--- src/rtl/step_controller.sv ---
// step_controller: synchronizes and debounces a push-button and issues exactly
// one registered 1-cycle step_pulse per accepted press, counting issued steps.
// Optional free-run stepping is compiled in when the macro AUTO_RUN_EN is defined;
// without it run_en is ignored and no period counter exists.
module step_controller #(
   parameter int DEBOUNCE_CYCLES = 1000000,
   parameter int CNT_W           = 20,
   parameter int STEP_W          = 16,
   parameter int RUN_PERIOD      = 50000000
) (
   input  logic              clk,
   input  logic              reset,
   input  logic              btn_raw,
   input  logic              run_en,
   output logic              step_pulse,
   output logic [STEP_W-1:0] step_count,
   output logic              busy
);

   typedef enum logic [1:0] {IDLE, DEBOUNCE, PULSE, RELEASE} state_t;

   localparam logic [CNT_W-1:0] CNT_LAST = CNT_W'(DEBOUNCE_CYCLES - 1);

   state_t           state;
   state_t           state_nxt;
   logic [CNT_W-1:0] cnt;
   logic [CNT_W-1:0] cnt_nxt;
   logic             s1;
   logic             sync;
   logic             auto_fire;
   logic             auto_step;

   // Two-flop synchronizer for the asynchronous button level.
   always_ff @(posedge clk) begin
      if (reset) begin
         s1   <= 1'b0;
         sync <= 1'b0;
      end else begin
         s1   <= btn_raw;
         sync <= s1;
      end
   end

`ifdef AUTO_RUN_EN
   localparam int PER_W = (RUN_PERIOD > 2) ? $clog2(RUN_PERIOD) : 1;
   // The counter restarts instead of reaching RUN_PERIOD-1, so together with
   // the PULSE cycle (where it holds) auto steps are RUN_PERIOD cycles apart.
   localparam logic [PER_W-1:0] PER_LAST = PER_W'(RUN_PERIOD - 2);

   logic [PER_W-1:0] period_cnt;
   logic [PER_W-1:0] period_nxt;

   // Period counter: runs only in IDLE with no button activity, cleared by run_en=0.
   always_comb begin
      period_nxt = period_cnt;
      auto_fire  = 1'b0;
      if (!run_en) begin
         period_nxt = '0;
      end else if (state == IDLE && !sync) begin
         if (period_cnt == PER_LAST) begin
            period_nxt = '0;
            auto_fire  = 1'b1;
         end else begin
            period_nxt = period_cnt + PER_W'(1);
         end
      end
   end

   // Period counter register and marker that the current PULSE came from auto-run.
   always_ff @(posedge clk) begin
      if (reset) begin
         period_cnt <= '0;
         auto_step  <= 1'b0;
      end else begin
         period_cnt <= period_nxt;
         auto_step  <= (state == IDLE) && !sync && auto_fire;
      end
   end
`else
   logic unused_run_en;
   assign unused_run_en = run_en;
   assign auto_fire     = 1'b0;
   assign auto_step     = 1'b0;
`endif

   // Next-state logic: press debounce, single pulse, release debounce.
   always_comb begin
      state_nxt = state;
      cnt_nxt   = cnt;
      case (state)
         IDLE: begin
            cnt_nxt = '0;
            if (sync)           state_nxt = DEBOUNCE;
            else if (auto_fire) state_nxt = PULSE;
         end
         DEBOUNCE: begin
            if (!sync)                 state_nxt = IDLE;
            else if (cnt == CNT_LAST)  state_nxt = PULSE;
            else                       cnt_nxt   = cnt + CNT_W'(1);
         end
         PULSE: begin
            cnt_nxt   = '0;
            state_nxt = auto_step ? IDLE : RELEASE;
         end
         RELEASE: begin
            if (sync)                  cnt_nxt   = '0;
            else if (cnt == CNT_LAST)  state_nxt = IDLE;
            else                       cnt_nxt   = cnt + CNT_W'(1);
         end
         default: state_nxt = IDLE;
      endcase
   end

   // State, counter and registered outputs; step_count advances as PULSE is entered.
   always_ff @(posedge clk) begin
      if (reset) begin
         state      <= IDLE;
         cnt        <= '0;
         step_pulse <= 1'b0;
         busy       <= 1'b0;
         step_count <= '0;
      end else begin
         state      <= state_nxt;
         cnt        <= cnt_nxt;
         step_pulse <= (state_nxt == PULSE);
         busy       <= (state_nxt != IDLE);
         if (state_nxt == PULSE) step_count <= step_count + STEP_W'(1);
      end
   end

endmodule

--- config.mk ---
export PLATFORM = sky130hd
export DESIGN_NAME = step_controller
export DESIGN_NICKNAME = d
export VERILOG_FILES = /design/src/rtl/step_controller.sv
export SDC_FILE = /design/constraint.sdc
export NUM_CORES = 1
export LEC_CHECK = 0
export ABC_CLOCK_PERIOD_IN_PS = 1800
export BUFFER_PORTS_ARGS = -buffer_cell sky130_fd_sc_hd__clkbuf_2
export CORE_MARGIN = 3
export CORE_UTILIZATION = 28
export CTS_CLUSTER_DIAMETER = 100
export DETAILED_ROUTE_END_ITERATION = 8
export RECOVER_POWER = 25
export SYNTH_ARGS = -nofsm -noshare
export SYNTH_HDL_FRONTEND = slang
export SYNTH_SLANG_ARGS = --single-unit
--- constraint.sdc ---
create_clock -name clk -period 1.8 [get_ports clk]
set_input_delay 0.09 -clock clk [delete_from_list [all_inputs] [get_ports clk]]
set_output_delay 0.09 -clock clk [all_outputs]
set_load 0.01 [all_outputs]
== Word-level counts from Yosys, hierarchy flattened ==
Cells that the tools add are included.

* $add $sub $neg: 2
* $mul: 0
* Divide/modulo/power cells: 0
* $lt $le $gt $ge: 0
* Equal/unequal tests: 6
* Shift operators: 0
* Mux-type cells: 10
* Bitwise gates (word level): 0
* Reductions and logical operators: 3

{| class="wikitable"
|+ Operators with widths
! cell !! count
|-
| 2-to-1 mux 20 bit || 3
|-
| one-hot mux 20 bit (3 select lines) || 1
|-
| adder 20 x 1 -> 20 bit, second input constant || 1
|-
| == test 20 bit, second input constant || 1
|-
| adder 16 x 1 -> 16 bit, second input constant || 1
|-
| 2-to-1 mux 2 bit || 5
|-
| one-hot mux 2 bit (4 select lines) || 1
|-
| == test 2 bit, second input constant || 3
|-
| == test 2 x 1 -> 1 bit, second input constant || 1
|-
| zero test 2 bit || 1
|-
| inequality test 2 bit, second input constant || 1
|-
| nonzero test 2 bit || 1
|-
| OR reduction 2 bit || 1
|}

* Flip-flop bits (word level): 42
* Latch bits: 0
* Memory bits (writable): 0
* ROM bits: 0
* Output and inout bits: 18
* Memories: 0

== Logic depth before layout (Yosys ltp) ==
Gate-level depths: netlist (run 1).

* Depth in word-level cells: 5
* Gate-level depth with buffers: 7

== Worst setup path after synthesis (run 1) ==
No wires, ideal clock.

* Kind: reg-to-reg
* Start point: register cnt[0]
* End point: register step_count[14]
* Arrival: 1,615 ps
* Slack: 62 ps
* Cell stages (with the launch flop): 8
* Period minus slack after synthesis: 1,738 ps
* Cell sequence: dfxtp_1 > ha_1 > and4_1 > buf_2 > nand4_1 > buf_2 > nor3_1 > mux2_1

* Longest elaborated chain between the ends: 5
* Elaborated cells on any way between the ends: 7

{| class="wikitable"
|+ Ends and longest elaborated chain
! element !! RTL line !! text
|-
| from (decl) || 26 || <nowiki>logic [CNT_W-1:0] cnt;</nowiki>
|-
| from (signal assigned) || 124 || <nowiki>cnt <= cnt_nxt;</nowiki>
|-
| == test 20 bit * || 98, 107 ||
|-
| 2-to-1 mux 2 bit, on equally long branches || 107, 98 ||
|-
| 2-to-1 mux 2 bit, on equally long branches || 106, 97 ||
|-
| one-hot mux 2 bit (4 select lines) * || 90 || <nowiki>case (state)</nowiki>
|-
| == test 2 bit * || 127 || <nowiki>if (state_nxt == PULSE) step_count <= step_count + STEP_W'(1);</nowiki>
|-
| to (signal assigned) || 127 ||
|-
| to (decl) || 16 || <nowiki>output logic [STEP_W-1:0] step_count,</nowiki>
|}

Mark *: on every way between the ends. The rest lies on a longest branch, timed or not.
A chain may end at the register's enable or synchronous reset.

== Worst setup path after layout (run 1) ==
* Start point: register cnt[11]
* End point: register step_count[13]

The elaborated chain is that of the path after synthesis.

==> flow_summary.yaml, run 1 <==
finish:
  area_growth_pct: 24.4
  final_cells: 418
  fin_nets: 322
  drive_above_1_share: 0.269
  n_antenna_cell: 0
pwr:
  power_density_mw_per_mm2: 536
  peakVddDrop_mv: 0.283
  leakage_nw: 1.13
  p_total_w: 0.00156
grt:
  grt_pass1_wl_um: 9630
  groute.usage.overall: 0.120
  grt_overflow: 0
  grt_max_degree: 28
  antenna_found_initial: 0
  grt_pass1_vias: 2045
sta:
  worst_clock_skew_ns: 0.00938
  fin_crit_sh: 0.969
  slew_headroom: 0.680
  finalHoldViolCount: 0
  slew_viol_final: 0
  period_needed_ns: 1.74
  grt_setup_unrepaired: "true"
  max_freq_ghz: 0.573
  setup_viol: 0
  worst_pin_slew_ns: 0.478
floorplan:
  core_area_mm2: 0.00793
  die-height_um: 97.4
  rows: 32
  die_w_um: 97.4
  dieArea_mm2: 0.00948
  floorplan.initialDensity: 0.295
  boundaryPins: 22
synth:
  ys_seq_area_frac: 0.360
  mappedNetlistNets: 273
  synthFlopType: "dfxtp_1"
  synthArstFlopShare: 0
  syn_area_mm2: 0.00234
  synthDominantCellAreaShare: 0.360
  synth_area_per_cell_um2: 8.76
  netlist_instances: 267
  synth_seq_cells: 42
  synth_edf_count: 0
  yosysWarnings: 0
  synth_cell_types: 55
  synth.area.top_cells: "dfxtp_1 36%, nand2_1 4.0%, nand3_1 3.6%"
  yosys.area.top_type: "dfxtp_1"
cts:
  cts_max_level: 2
  hold_buffers: 0
  clock-sinks: 42
  worstSkewPairLatency_ns: 0.29
  cts-root-buf: "clkbuf_8"
  cts_tree: "built"
  clk_pin_slew_ns: 0.08
  clockBufferDepth: 2
  numCtsBuffers: 5
setup_path:
  crit_top_cell: "nor4_4"
  reg2reg_from: "cnt[11]"
  slowest_delay_ns: 0.35
  end_kind: "flip-flop"
  crit_type: "flip-flop to flip-flop"
  path_cells: "nor4_4 > buf_4 > nand3_2 > buf_6 > nor4_4 > mux2_4"
  cp_slowest_cell: "dfxtp_2"
  critPathLaunchType: "flip-flop"
  path_max_fanout: 8
  cp.required_ns: 1.98
  cp-startpoint: "cnt[11]"
  crit_arrival_ns: 1.92
place:
  gp_congestion: 0.796
  hpwl_um: 4090
  portBuffers: 20
  place_inst: 411
hold_path:
  hp-class: "primary input to flip-flop"
  min_from: "btn_raw"
detailed_routing:
  wl_per_cell_um: 13.6
  firstDrtPassIters: 4
  route.detailed.drc: 0
  drtIter0Drc: 124
  ant_nets: 0
  routed_wl_um: 5680
  vias_per_cell: 5.27
  num_vias: 2201
job:
  drv_cap: 0
status:
  status: "completed"
layout by cell type, fill, tap and decap left out, types with 5 or more instances in the layout:
cell and n:
o41ai_1 7, or3_1 5, o311ai_1 5, clkbuf_8 5
dfxtp_1 39, clkbuf_1 11, buf_4 36, and3_1 8
and4_1 6, mux2i_1 7, inv_1 9, clkbuf_2 9
nand3_1 16, nor2_1 16, or2_2 6, nand4_1 9
a21oi_1 10, nand2_1 25, or4_1 5
final cells by class:
class / instances / area, um2
Fill cell: 846 / 5020
Multi-Input combinational cell: 200 / 1440
Sequential cell: 42 / 845
Timing Repair Buffer: 58 / 388
Tap cell: 102 / 128
Clock buffer: 5 / 68.8
Inverter: 9 / 33.8
Clock inverter: 2 / 10.0
logic make-up (layout without fill, tap and decap cells):
kind of cell	after synthesis	count (layout)	synth area share
and+or+nand+nor	132	132	0.347
AOI/OAI and AO/OA	49	49	0.154
DFF	42	42	0.360
buffers and inverters	25	74	0.0556
muxes	13	13	0.0589
xor gates and xnor gates	4	4	0.0150
adders and majority gates	2	2	0.0107
registers in the layout (all words and copies together), names as in the netlist:
name        flops
sync            1
s1              1
step_pulse      1
busy            1
cnt            20
state           2
step_count     16
power by group:
part,internal [W],switching (W)
combinational,0.0000195,0.0000306
clock,0.000261,0.000312
sequential,0.000931,0.00000382
total,0.00121,0.000347
repair_timing:
item	CTS	global route
gates resized for setup	4	18
setup endpoints to repair	8	22
pin swaps	0	1
setup buffers	0	0
synth_stat cells, types with 8 or more instances:
library cell   n
nand3_1       17
nand2_1       25
inv_1          9
buf_2          8
nand4_1        9
and4_1         8
a21oi_1       10
dfxtp_1       42
o311ai_0       8
and3_1         8
nor2_1        16
worst max-delay path: cells and delay by family (launching register included):
family / cells / cell delay [ns]
DFF: 1 / 0.35
and+or+nand+nor: 3 / 0.64
buffers and inverters: 2 / 0.32
muxes: 1 / 0.33
routing by layer:
| layer | GRT usage | wire, um |
|---|---|---|
| met5 | 0 | 0 |
| met4 | 0.0256 | 51 |
| met3 | 0.0201 | 189 |
| met2 | 0.197 | 2660 |
| met1 | 0.164 | 2770 |
worst paths after layout:
kind | to | slack (ns) | cells past startpoint
min reg2reg | sync | 0.44 | 1
max | step_count[13] | 0.06 | 6
max reg2reg | step_count[13] | 0.06 | 6
min | s1 | 0.008 | 2
per-stage QoR:
stage | TNS (ns) | instance area [um2] | hold WS (ns) | util | setup slack [ns]
after floorplan | 0 | 2340 | 0.218 | - | 0.0618
after global placement | -0.0131 | 2770 | 0.306 | 0.349 | -0.00879
after detailed placement | -0.214 | 2770 | 0.312 | 0.349 | -0.0636
after CTS | 0 | 2850 | 0.00701 | 0.360 | 0.00765
after global routing | -0.194 | 2910 | 0.0256 | 0.367 | -0.0658
final | 0 | 2910 | 0.00845 | 0.367 | 0.0561
Power figures use the tool's default switching activity.
==> run 2: changes to the inputs <==
- ABC_AREA: not set -> 1
- BUFFER_PORTS_ARGS: -buffer_cell sky130_fd_sc_hd__clkbuf_2 -> not set
- DONT_BUFFER_PORTS: not set -> 1
==> run 2 against run 1 <==
- final cell count is 21% higher
- via count is 9.1% higher
- cell area up 2.2%
- clock skew is 0.0026 ns lower
- flip-flop and latch count unchanged
- synthesized area grew 4.7%
- critical path type unchanged
- largest cell class unchanged
- largest power group unchanged
==> flow_summary.yaml, run 2 <==
status:
  status: "completed"
finish:
  final_area_mm2: 0.00297
  fin_nets: 407
  fin_util: 0.356
  area_growth_pct: 21.4
  layout_common_cells: "102 x nand2_1, 43 x inv_1, 42 x nor2_1"
  seqCellArea_um2: 855
  top_register: "cnt"
  final_common_cell: "nand2_1"
  n_antenna_cell: 0
  multi_input_area_mm2: 0.00143
  drive_above_1_share: 0.192
  fillers: 924
  largest_register_ffs: 20
  largest_registers: "cnt x20, step_count x16, state x2"
grt:
  grt_overflow: 0
  grt_use_met1: 0.169
  grt_pass1_wl_um: 10400
  antenna_found_initial: 0
  grt_pass1_vias: 2295
  grt_max_degree: 30
  grt_use_met3: 0.0337
  met2_usage: 0.203
  busiest_layer: "met2"
  groute.usage.overall: 0.127
cts:
  clock-sinks: 42
  cts-root-buf: "clkbuf_8"
  numCtsBuffers: 5
  clockBufferDepth: 2
  cts_max_level: 2
  cts_tree: "built"
  worstSkewPairLatency_ns: 0.31
  clk_pin_slew_ns: 0.09
synth:
  synth-xor-area-share: 0.0465
  synth_edf_count: 0
  yosys-top-cells-count: "102 x nand2_1, 43 x inv_1, 43 x nor2_1, 42 x dfxtp_1, 28 x nand3_1"
  syn_area_mm2: 0.00245
  yosys.area_share.simple: 0.404
  netlist_instances: 371
  synth_top_family_by_area: "simple AND/OR/NAND/NOR gates"
  synthDominantCellAreaShare: 0.343
  synth_seq_cells: 42
  synth_fa_ha_area_frac: 0.0102
  synth_area_per_cell_um2: 6.60
  synth_mux_area_frac: 0
  post-synth-top-count-cell: "nand2_1"
  mappedNetlistNets: 377
  yosysWarnings: 0
  synthFlopType: "dfxtp_1"
  yosys.area.top_type: "dfxtp_1"
  synth_cell_types: 35
  synthArstFlopShare: 0
  ys_seq_area_frac: 0.343
  synth.area.top_cells: "dfxtp_1 34%, nand2_1 16%, inv_1 6.6%"
  synth_compound_area_frac: 0.108
detailed_routing:
  vias_per_cell: 4.74
  routed_wl_um: 6010
  drtIter0Drc: 91
  wl_per_cell_um: 11.9
  ant_nets: 0
  firstDrtPassIters: 5
  num_vias: 2401
  route.detailed.drc: 0
setup_path:
  r2r_cells: 9
  ff2ff_setup_slack_ns: 0.03
  critPathLaunchType: "flip-flop"
  reg2reg_from: "cnt[1]"
  path_max_fanout: 8
  end_kind: "flip-flop"
  crit_type: "flip-flop to flip-flop"
  crit_arrival_ns: 2.02
  r2r_end: "step_count[6]"
  cp.required_ns: 2.05
sta:
  worst_clock_skew_ns: 0.00681
  finalHoldViolCount: 0
  slew_viol_final: 0
  setup_viol: 0
  period_needed_ns: 1.77
  fin_crit_sh: 0.982
  worst_pin_slew_ns: 0.360
  slew_headroom: 0.758
  grt_setup_unrepaired: "true"
  max_freq_ghz: 0.566
floorplan:
  rows: 33
  dieArea_mm2: 0.00990
  die-height_um: 99.5
  core_area_mm2: 0.00834
  die_w_um: 99.5
  floorplan.initialDensity: 0.294
  boundaryPins: 22
place:
  dpl_cell_area_mm2: 0.00272
  gp_congestion: 0.876
  hpwl_um: 4400
  portBuffers: 0
hold_path:
  hp-class: "primary input to flip-flop"
  whs_endpoint: "step_count[9]"
  whs_path_depth: 2
  min_from: "reset"
pwr:
  power_density_mw_per_mm2: 595
  peakVddDrop_mv: 0.221
  leakage_nw: 1.10
job:
  drv_cap: 0
## run 2: cell count changes in the layout (fill, tap and decap cells not counted), moves of 11 or more
cell / previous run / this run
nand2_1: 25 / 102
nand3_1: 16 / 27
nor2_1: 16 / 42
a21oi_1: 10 / 23
inv_1: 9 / 43
nor3_1: 2 / 14
buf_4: 36 / 23
## run 2: area by class of cell
| class | instances | area share |
|---|---|---|
| multi-input cells | 277 | 0.480 |
| inverters | 45 | 0.0611 |
| flip-flops and latches | 42 | 0.288 |
| well taps | 105 | 0.0442 |
| clock inverters | 3 | 0.0147 |
| clock buffers | 5 | 0.0232 |
| repair buffers | 29 | 0.0859 |
| repair inverters | 1 | 0.00295 |
## run 2: cells by family (layout without fill, tap and decap cells)
| kind of cell | after synthesis | after routing |
|---|---|---|
| and+or+nand+nor | 219 | 219 |
| buffers and inverters | 52 | 83 |
| AOI/OAI and AO/OA | 43 | 43 |
| DFF | 42 | 42 |
| xor gates and xnor gates | 13 | 13 |
| adders and majority gates | 2 | 2 |
## run 2: per-stage QoR
stage	hold WS, ns	cells	power, W	TNS (ns)	setup WS [ns]
after global placement	0.158	494	0.000979	0	0.0778
after CTS	0.0249	504	0.00179	0	0.0222
after floorplan	0.197	371	0.000982	0	0.143
after detailed placement	0.159	494	0.000979	0	0.0379
final	0.0362	507	0.00177	0	0.0328
after global routing	0.0305	507	0.00183	-0.348	-0.0392
## run 2: critical path: stages (launching register included)
cell and delay (ns):
dfxtp_4 0.37, ha_4 0.14, nand3_4 0.09, or2_4 0.25
nor2_4 0.15, nand4_4 0.26, buf_12 0.23, nor2_1 0.09
nor2_1 0.05, nor2_1 0.07
## run 2: routing by layer
| layer | wire length (um) | vias to the layer above | share of wire |
|---|---|---|---|
| li1 | - | 1254 | - |
| met4 | 84 | 0 | 0.014 |
| met5 | 0 | - | 0 |
| met2 | 2770 | 51 | 0.46 |
| met1 | 2890 | 1087 | 0.48 |
| met3 | 270 | 9 | 0.045 |
## run 2: how the worst max path moves through the flow
stage / cells after the start / slack (ns) / endpoint / start
after global routing: 9 / -0.04 / step_count[6] / cnt[16]
after global placement: 9 / 0.08 / cnt[15] / cnt[0]
after CTS: 8 / 0.02 / step_count[0] / cnt[0]
after detailed placement: 8 / 0.04 / step_count[3] / cnt[0]
after floorplan: 8 / 0.14 / step_count[12] / cnt[0]
final: 9 / 0.03 / step_count[6] / cnt[1]
## run 2: power breakdown
group / leakage, nW / total [W] / switching (W) / internal, W
Clock: 0.0585 / 0.000795 / 0.000379 / 0.000416
Combinational: 0.694 / 0.0000419 / 0.0000278 / 0.0000141
Sequential: 0.343 / 0.000932 / 0.00000279 / 0.000929
## run 2: timing repair
| action | CTS | global route |
|---|---|---|
| setup endpoints to repair | 0 | 32 |
| hold buffers | 2 | 0 |
| setup buffers | 0 | 1 |
| hold endpoints to repair | 31 | 0 |
| gates resized for setup | 0 | 23 |
